$ cat config.mk
export PLATFORM = sky130hd
export DESIGN_NAME = mem_wb_stage
export DESIGN_NICKNAME = d
export VERILOG_FILES = /design/src/rtl/mem_wb_stage.sv
export SDC_FILE = /design/constraint.sdc
export NUM_CORES = 1
export LEC_CHECK = 0
export CAP_MARGIN = 0
export CORE_MARGIN = 1.5
export CORE_UTILIZATION = 39
export DETAILED_ROUTE_END_ITERATION = 8
export PLACE_DENSITY = 0.82
export SETUP_SLACK_MARGIN = 0.5
export SLEW_MARGIN = 5
export SYNTH_ARGS = -nofsm -noshare
export SYNTH_HDL_FRONTEND = slang
export SYNTH_SLANG_ARGS = --single-unit
export TNS_END_PERCENT = 20
$ cat constraint.sdc
create_clock -name clk -period 1.75 [get_ports clk]
set_clock_uncertainty 0.05 [all_clocks]
set_input_delay 0.525 -clock clk [delete_from_list [all_inputs] [get_ports clk]]
set_output_delay 0.525 -clock clk [all_outputs]
set_load 0.005 [all_outputs]
$ cat src/rtl/mem_wb_stage.sv
// Memory-access stage plus MEM/WB pipeline register.
// It issues one handshaked data-memory access per load or store and stalls
// upstream while that access is outstanding. It then presents the write-back
// triple (data, register, enable) to the register file.
module mem_wb_stage #(
    parameter int unsigned TIMEOUT = 15
) (
    input  logic       clk,
    input  logic       rst_n,
    input  logic       in_valid,
    input  logic [7:0] in_alu_result,
    input  logic [7:0] in_data_2,
    input  logic [2:0] in_reg_write,
    input  logic       in_MEM_mem_read_write,
    input  logic       in_WB_mem_or_alu,
    input  logic       in_WB_reg_write_signal,
    output logic       stall,
    output logic       dmem_req,
    output logic       dmem_we,
    output logic [7:0] dmem_addr,
    output logic [7:0] dmem_wdata,
    input  logic [7:0] dmem_rdata,
    input  logic       dmem_ack,
    output logic [7:0] out_wb_data,
    output logic [2:0] out_wb_reg,
    output logic       out_wb_we,
    output logic       err
);

    localparam int unsigned DATA_W = 8;
    localparam int unsigned REG_W  = 3;
    localparam int unsigned CNT_W  = 4;

    typedef enum logic {
        IDLE   = 1'b0,
        ACCESS = 1'b1
    } state_e;

    state_e              state_q, state_d;
    logic [CNT_W-1:0]    cnt_q, cnt_d;
    logic                req_q, req_d;
    logic                we_q, we_d;
    logic [DATA_W-1:0]   addr_q, addr_d;
    logic [DATA_W-1:0]   wdata_q, wdata_d;
    logic [DATA_W-1:0]   wb_data_q, wb_data_d;
    logic [REG_W-1:0]    wb_reg_q, wb_reg_d;
    logic                wb_we_q, wb_we_d;
    logic                err_q, err_d;
    logic [REG_W-1:0]    hold_reg_q, hold_reg_d;
    logic                hold_rw_q, hold_rw_d;
    logic                hold_load_q, hold_load_d;

    logic                is_store;
    logic                mem_op;

    // If the store and load bits are both set, the instruction is a store.
    assign is_store = in_MEM_mem_read_write;
    assign mem_op   = in_valid & (in_MEM_mem_read_write | in_WB_mem_or_alu);

    // Next-state and next-output logic; every register holds unless updated.
    always_comb begin
        state_d     = state_q;
        cnt_d       = cnt_q;
        req_d       = req_q;
        we_d        = we_q;
        addr_d      = addr_q;
        wdata_d     = wdata_q;
        wb_data_d   = wb_data_q;
        wb_reg_d    = wb_reg_q;
        wb_we_d     = wb_we_q;
        err_d       = err_q;
        hold_reg_d  = hold_reg_q;
        hold_rw_d   = hold_rw_q;
        hold_load_d = hold_load_q;

        unique case (state_q)
            IDLE: begin
                if (mem_op) begin
                    req_d       = 1'b1;
                    we_d        = is_store;
                    addr_d      = in_alu_result;
                    wdata_d     = in_data_2;
                    hold_reg_d  = in_reg_write;
                    hold_rw_d   = in_WB_reg_write_signal;
                    hold_load_d = ~is_store;
                    wb_we_d     = 1'b0;
                    cnt_d       = '0;
                    state_d     = ACCESS;
                end else if (in_valid) begin
                    wb_data_d = in_alu_result;
                    wb_reg_d  = in_reg_write;
                    wb_we_d   = in_WB_reg_write_signal;
                end else begin
                    wb_we_d = 1'b0;
                end
            end
            ACCESS: begin
                if (dmem_ack) begin
                    // An ack that arrives on the timeout edge still completes the access.
                    req_d   = 1'b0;
                    we_d    = 1'b0;
                    state_d = IDLE;
                    if (hold_load_q) begin
                        wb_data_d = dmem_rdata;
                        wb_reg_d  = hold_reg_q;
                        wb_we_d   = hold_rw_q;
                    end else begin
                        wb_we_d = 1'b0;
                    end
                end else if (cnt_q == CNT_W'(TIMEOUT - 1)) begin
                    req_d   = 1'b0;
                    we_d    = 1'b0;
                    wb_we_d = 1'b0;
                    err_d   = 1'b1;
                    state_d = IDLE;
                end else begin
                    cnt_d = cnt_q + CNT_W'(1);
                end
            end
            default: state_d = IDLE;
        endcase
    end

    // State and output registers, cleared by async reset.
    always_ff @(posedge clk or negedge rst_n) begin
        if (!rst_n) begin
            state_q     <= IDLE;
            cnt_q       <= '0;
            req_q       <= 1'b0;
            we_q        <= 1'b0;
            addr_q      <= '0;
            wdata_q     <= '0;
            wb_data_q   <= '0;
            wb_reg_q    <= '0;
            wb_we_q     <= 1'b0;
            err_q       <= 1'b0;
            hold_reg_q  <= '0;
            hold_rw_q   <= 1'b0;
            hold_load_q <= 1'b0;
        end else begin
            state_q     <= state_d;
            cnt_q       <= cnt_d;
            req_q       <= req_d;
            we_q        <= we_d;
            addr_q      <= addr_d;
            wdata_q     <= wdata_d;
            wb_data_q   <= wb_data_d;
            wb_reg_q    <= wb_reg_d;
            wb_we_q     <= wb_we_d;
            err_q       <= err_d;
            hold_reg_q  <= hold_reg_d;
            hold_rw_q   <= hold_rw_d;
            hold_load_q <= hold_load_d;
        end
    end

    assign stall       = (state_q == ACCESS);
    assign dmem_req    = req_q;
    assign dmem_we     = we_q;
    assign dmem_addr   = addr_q;
    assign dmem_wdata  = wdata_q;
    assign out_wb_data = wb_data_q;
    assign out_wb_reg  = wb_reg_q;
    assign out_wb_we   = wb_we_q;
    assign err         = err_q;

endmodule

# --- Word level (Yosys, flattened, before mapping) ---
# Cells that the tools add are included.
classes:
  multipliers: 0
  div: 0
  n_reduce_logical: 5
  n_mux: 29
  n_lt_le_gt_ge: 0
  bitwise: 5
  shifts: 0
  n_eq_ne: 9
  addsub: 1
ops:
  columns: ["operator", "n"]
  rows:
  - ["2-to-1 mux 8 bit", 4]
  - ["case mux 8 bit (2 select lines)", 1]
  - ["2-to-1 mux 3 bit", 4]
  - ["2-to-1 mux 4 bit", 3]
  - ["inequality test 2 bit, second input constant", 6]
  - ["2-to-1 mux 1 bit", 11]
  - ["case mux 1 bit (2 select lines)", 4]
  - ["case mux 4 bit (2 select lines)", 1]
  - ["case mux 3 bit (2 select lines)", 1]
  - ["AND reduction 3 bit", 2]
  - ["adder 4 x 1 -> 4 bit, second input constant", 1]
  - ["equality test 4 bit, second input constant", 1]
  - ["AND reduction 2 bit", 2]
  - ["AND reduction 4 bit", 1]
  - ["inequality test 3 x 2 -> 1 bit, second input constant", 1]
  - ["inverter 1 bit", 3]
  - ["inequality test 2 x 1 -> 1 bit, second input constant", 1]
  - ["bitwise AND 1 bit", 1]
  - ["OR 1 bit", 1]
totals:
  mem_bits_ro: 0
  mem_bits_rw: 0
  n_memories: 0
  latchBits: 0
  elab_cells: 62
  reg_bits: 41
  input_bits: 34

# --- Logic depth before layout (Yosys ltp) ---
logic_depth:
  word_depth: 4
  ltp_mapped: 5

# --- Worst setup path before layout ---
# No wires, ideal clock.
synth_path:
  path_kind: "input to register"
  start: "input in_WB_mem_or_alu"
  end: "register wb_data_q[0] (netlist: out_wb_data[0])"
  slack_ns: 0.253
  stages: 4
  t_arrival_ns: 1.322
  path_cell_list: "nor2_2 -> a32o_2 -> buf_6 -> mux2_4"
synth_via:
  elab_chain_cells: 4
synth_lines:
  columns: ["item", "line_no", "text"]
  rows:
  - ["from (decl)", "15", "input logic in_WB_mem_or_alu,"]
  - ["OR 1 bit", "58", "assign mem_op = in_valid & (in_MEM_mem_read_write | in_WB_mem_or_alu);"]
  - ["bitwise AND 1 bit", "58", null]
  - ["inequality test 2 bit (no line)", null, null]
  - ["AND reduction 4 bit (no line)", null, null]
  - ["to (signal assigned)", "147", "wb_data_q <= wb_data_d;"]
  - ["to (decl)", "45", "logic [DATA_W-1:0] wb_data_q, wb_data_d;"]
# No other way between the ends.
# A chain may end at the register's enable or synchronous reset.

# --- Worst setup path in the final report ---
layout_path:
  start: "input dmem_ack"
  end: "register cnt_q[3]"
layout_via:
  elab_chain_cells: 2
layout_lines:
  columns: ["item", "line_no", "text"]
  rows:
  - ["from (decl)", "23", "input logic dmem_ack,"]
  - ["inequality test 2 bit (no line)", null, null]
  - ["AND reduction 3 bit (no line)", null, null]
  - ["to (signal assigned)", "142", "cnt_q <= cnt_d;"]
  - ["to (decl)", "40", "logic [CNT_W-1:0] cnt_q, cnt_d;"]
# No other way between the ends.

==> results.sh <==
export IMPL_status="finished clean"
export IMPL_grt_overflow_total=0
export IMPL_grt_max_degree=23
export IMPL_p_per_area_mw_per_mm2=1170
export IMPL_design_die_area_sq_mm=0.00522
export IMPL_worstSetupEndpointType="register"
export IMPL_setup_slack_ps=111
export IMPL_synthesis_nets=167
export IMPL_first_pass_iters=4
export IMPL_vias_per_cell=5.02
export IMPL_num_rows=25
export IMPL_clock_path_buffers=2
export IMPL_syn_avg_cell_area_sq_um=14.3
export IMPL_antenna_found_initial=0
export IMPL_globalplace_congestion=0.786
export IMPL_root_buffer="clkbuf_8"
export IMPL_synth_yosys_warnings=0
export IMPL_dr_total_vias=1442
export IMPL_netlist_area_sq_mm=0.00187
export IMPL_synth_seq_cells=41
export IMPL_p_leak_nw=1.41
export IMPL_port_buffers=65
export IMPL_die_y_um=72.3
export IMPL_cts_buffers=5
export IMPL_start_util_pct=40.1
export IMPL_rsz0062_at_grt="true"
export IMPL_avgRoutedWirePerCell_um=16.2
export IMPL_post_dp_hpwl_um=3090
export IMPL_finalHoldViolCount=0
export IMPL_tightest_slew_ps=508
export IMPL_finalSetupViolCount=0
export IMPL_synthCells=131
export IMPL_final_nets=268
export IMPL_critPathMaxFanout=4
export IMPL_clk_pin_slew_ps=80
export IMPL_pre_cts_ws_ps=-330
export IMPL_postPlaceCellArea_sq_mm=0.00268
export IMPL_dr_wl_met3_um=242
export IMPL_slew_headroom_pct=66.1
export IMPL_period_share_pct=93.6
export IMPL_grt_use_total_pct=19.2
export IMPL_period_needed_ps=1640
export IMPL_clock_latency_ps=290
export IMPL_drcViolationCount=0
export IMPL_fillers=345
export IMPL_slew_violations=0
export IMPL_pwr_share_clk_pct=22.6
export IMPL_syn2layout_area_growth_pct=58.5
export IMPL_yosysSeqAreaShare_pct=54.8
export IMPL_power_mw=3.47
export IMPL_synth_cell_types=30
export IMPL_pwr_share_seq_pct=40.3
export IMPL_hold_class="in2async"
export IMPL_io_pin_count=66
export IMPL_antennaDiodeCount=0
export IMPL_wirelength_um=4660
export IMPL_ant_nets=0
export IMPL_cts_htree_levels=2
export IMPL_final_common_cell="dfrtp_1"
export IMPL_p_comb_share_pct=37.1
export IMPL_core_sq_mm=0.00466
export IMPL_p_sw_share_pct=26.2
export IMPL_tritoncts="done"
export IMPL_met1_length_um=1990
export IMPL_dr_wl_met2_um=2320
export IMPL_highest_layer="met4"
export IMPL_drtIter0Drc=36
export IMPL_grt_pass1_wl_um=7560
export IMPL_final_area_sq_mm=0.00296
export IMPL_power_switching_mw=0.909
export IMPL_max_freq_ghz=0.610
export IMPL_die_x_um=72.3
export IMPL_crit_arrival_ps=1800
export IMPL_required_ps=1910
export IMPL_start_kind="input port"
export IMPL_grt_pass1_vias=1545
export IMPL_mostFrequentLayoutCells="dfrtp_1, mux2_4, clkdlybuf4s50_1, dlygate4sd2_1, buf_4"
export IMPL_intPower_mw=2.56
export IMPL_clock_sinks=41
export IMPL_critPathKind="in2reg"
export IMPL_drive_gt1_share_pct=40.8
export IMPL_vdd_ir_drop_max_uv=816
export IMPL_drv_cap=0
==> path summary, 6_finish.rpt <==
kind                                  end  slack (ps)  startpoint  depth (start not counted)
min in group clk                      err         410         err                          1
max reg2reg                  dmem_addr[3]         120       stall                          6
min reg2reg                           err         410         err                          1
min                        out_wb_data[2]         140       rst_n                          1
max                              cnt_q[3]         110    dmem_ack                          5
max in group asynchronous    dmem_addr[7]         990       rst_n                          2
==> worst max-delay path: stages <==
cell and delay [ps]:
clkdlybuf4s50_1 450, buf_4 160, nand2b_1 200, or3_1 370
o211ai_1 90
==> synth_stat cells <==
cell type	count	area share (%)
mux2_4	10	8.0
nor2b_4	1	0.74
inv_1	3	0.60
nor3_1	1	0.27
nand4_1	2	0.67
and2b_1	1	0.40
a22oi_1	1	0.40
a21oi_1	3	0.80
nand2b_1	1	0.33
o21ai_0	5	1.3
and3_1	1	0.33
nor2_1	1	0.20
nor2b_1	1	0.33
o21a_1	1	0.40
ha_1	2	1.3
a31oi_1	1	0.33
o221ai_1	1	0.47
nand3_1	6	1.6
mux2_2	32	19
o22ai_1	1	0.33
a32o_2	1	0.60
nand2_1	2	0.40
o211ai_1	1	0.40
nor2_2	2	0.67
nor3b_1	1	0.40
buf_6	5	3.0
a21o_1	1	0.40
dfrtp_1	41	55
nand2b_4	1	0.74
or3_1	1	0.33
==> metal layers <==
metal	GRT usage [%]	up-vias
met4	7.34	0
met1	24.7	710
met2	30.7	46
met3	5.97	10
met5	0	-
li1	-	676
==> logic make-up (layout without fill, tap and decap cells) <==
group,count (synthesis),count (layout),synth area share [%]
muxes,42,42,27.3
DFF,41,41,54.8
and+or+nand+nor,22,22,7.43
AOI/OAI and AO/OA,16,16,5.49
buffers and inverters,8,110,3.61
adders and majority gates,2,2,1.34
==> through the flow <==
stage / cells / setup TNS, ps / utilization (%) / hold slack, ps
CTS: 287 / 0 / 62.9 / 147
global placement: 263 / -8860 / 57.5 / 394
finish: 287 / 0 / 63.6 / 136
detailed placement: 263 / -10410 / 57.5 / 410
floorplan: 131 / 0 / - / 179
global route: 287 / 0 / 63.6 / 171
==> timing repair <==
action                                 4_1_cts  5_1_grt
hold buffers                                 0        0
endpoints found under the hold margin        0        0
buffers inserted                            14        0
gates cloned                                 2        0
pin swaps                                    2        1
setup endpoints to repair                   73       73
resized for setup                           72        9
==> area by class of cell <==
type                       count  area [sq um]  area share [%]
inverter                       3          11.3           0.380
tap                           54          67.6            2.28
timing repair buffer          99           875            29.5
sequential                    41          1030            34.6
clock inverter                 1          30.0            1.01
multi-input combinational     82           868            29.3
clock buffer                   7          86.3            2.91
==> power by group through the flow <==
stage                     sequential (mW)  combinational (mW)  clock [mW]
after floorplan                      1.42               0.504           0
after global placement               1.41                1.19           0
after detailed placement             1.42                1.21           0
after CTS                            1.39                1.26       0.806
after global routing                 1.43                1.39       0.840
final                                1.40                1.29       0.785
No activity file was read; power rests on OpenSTA's default activity.
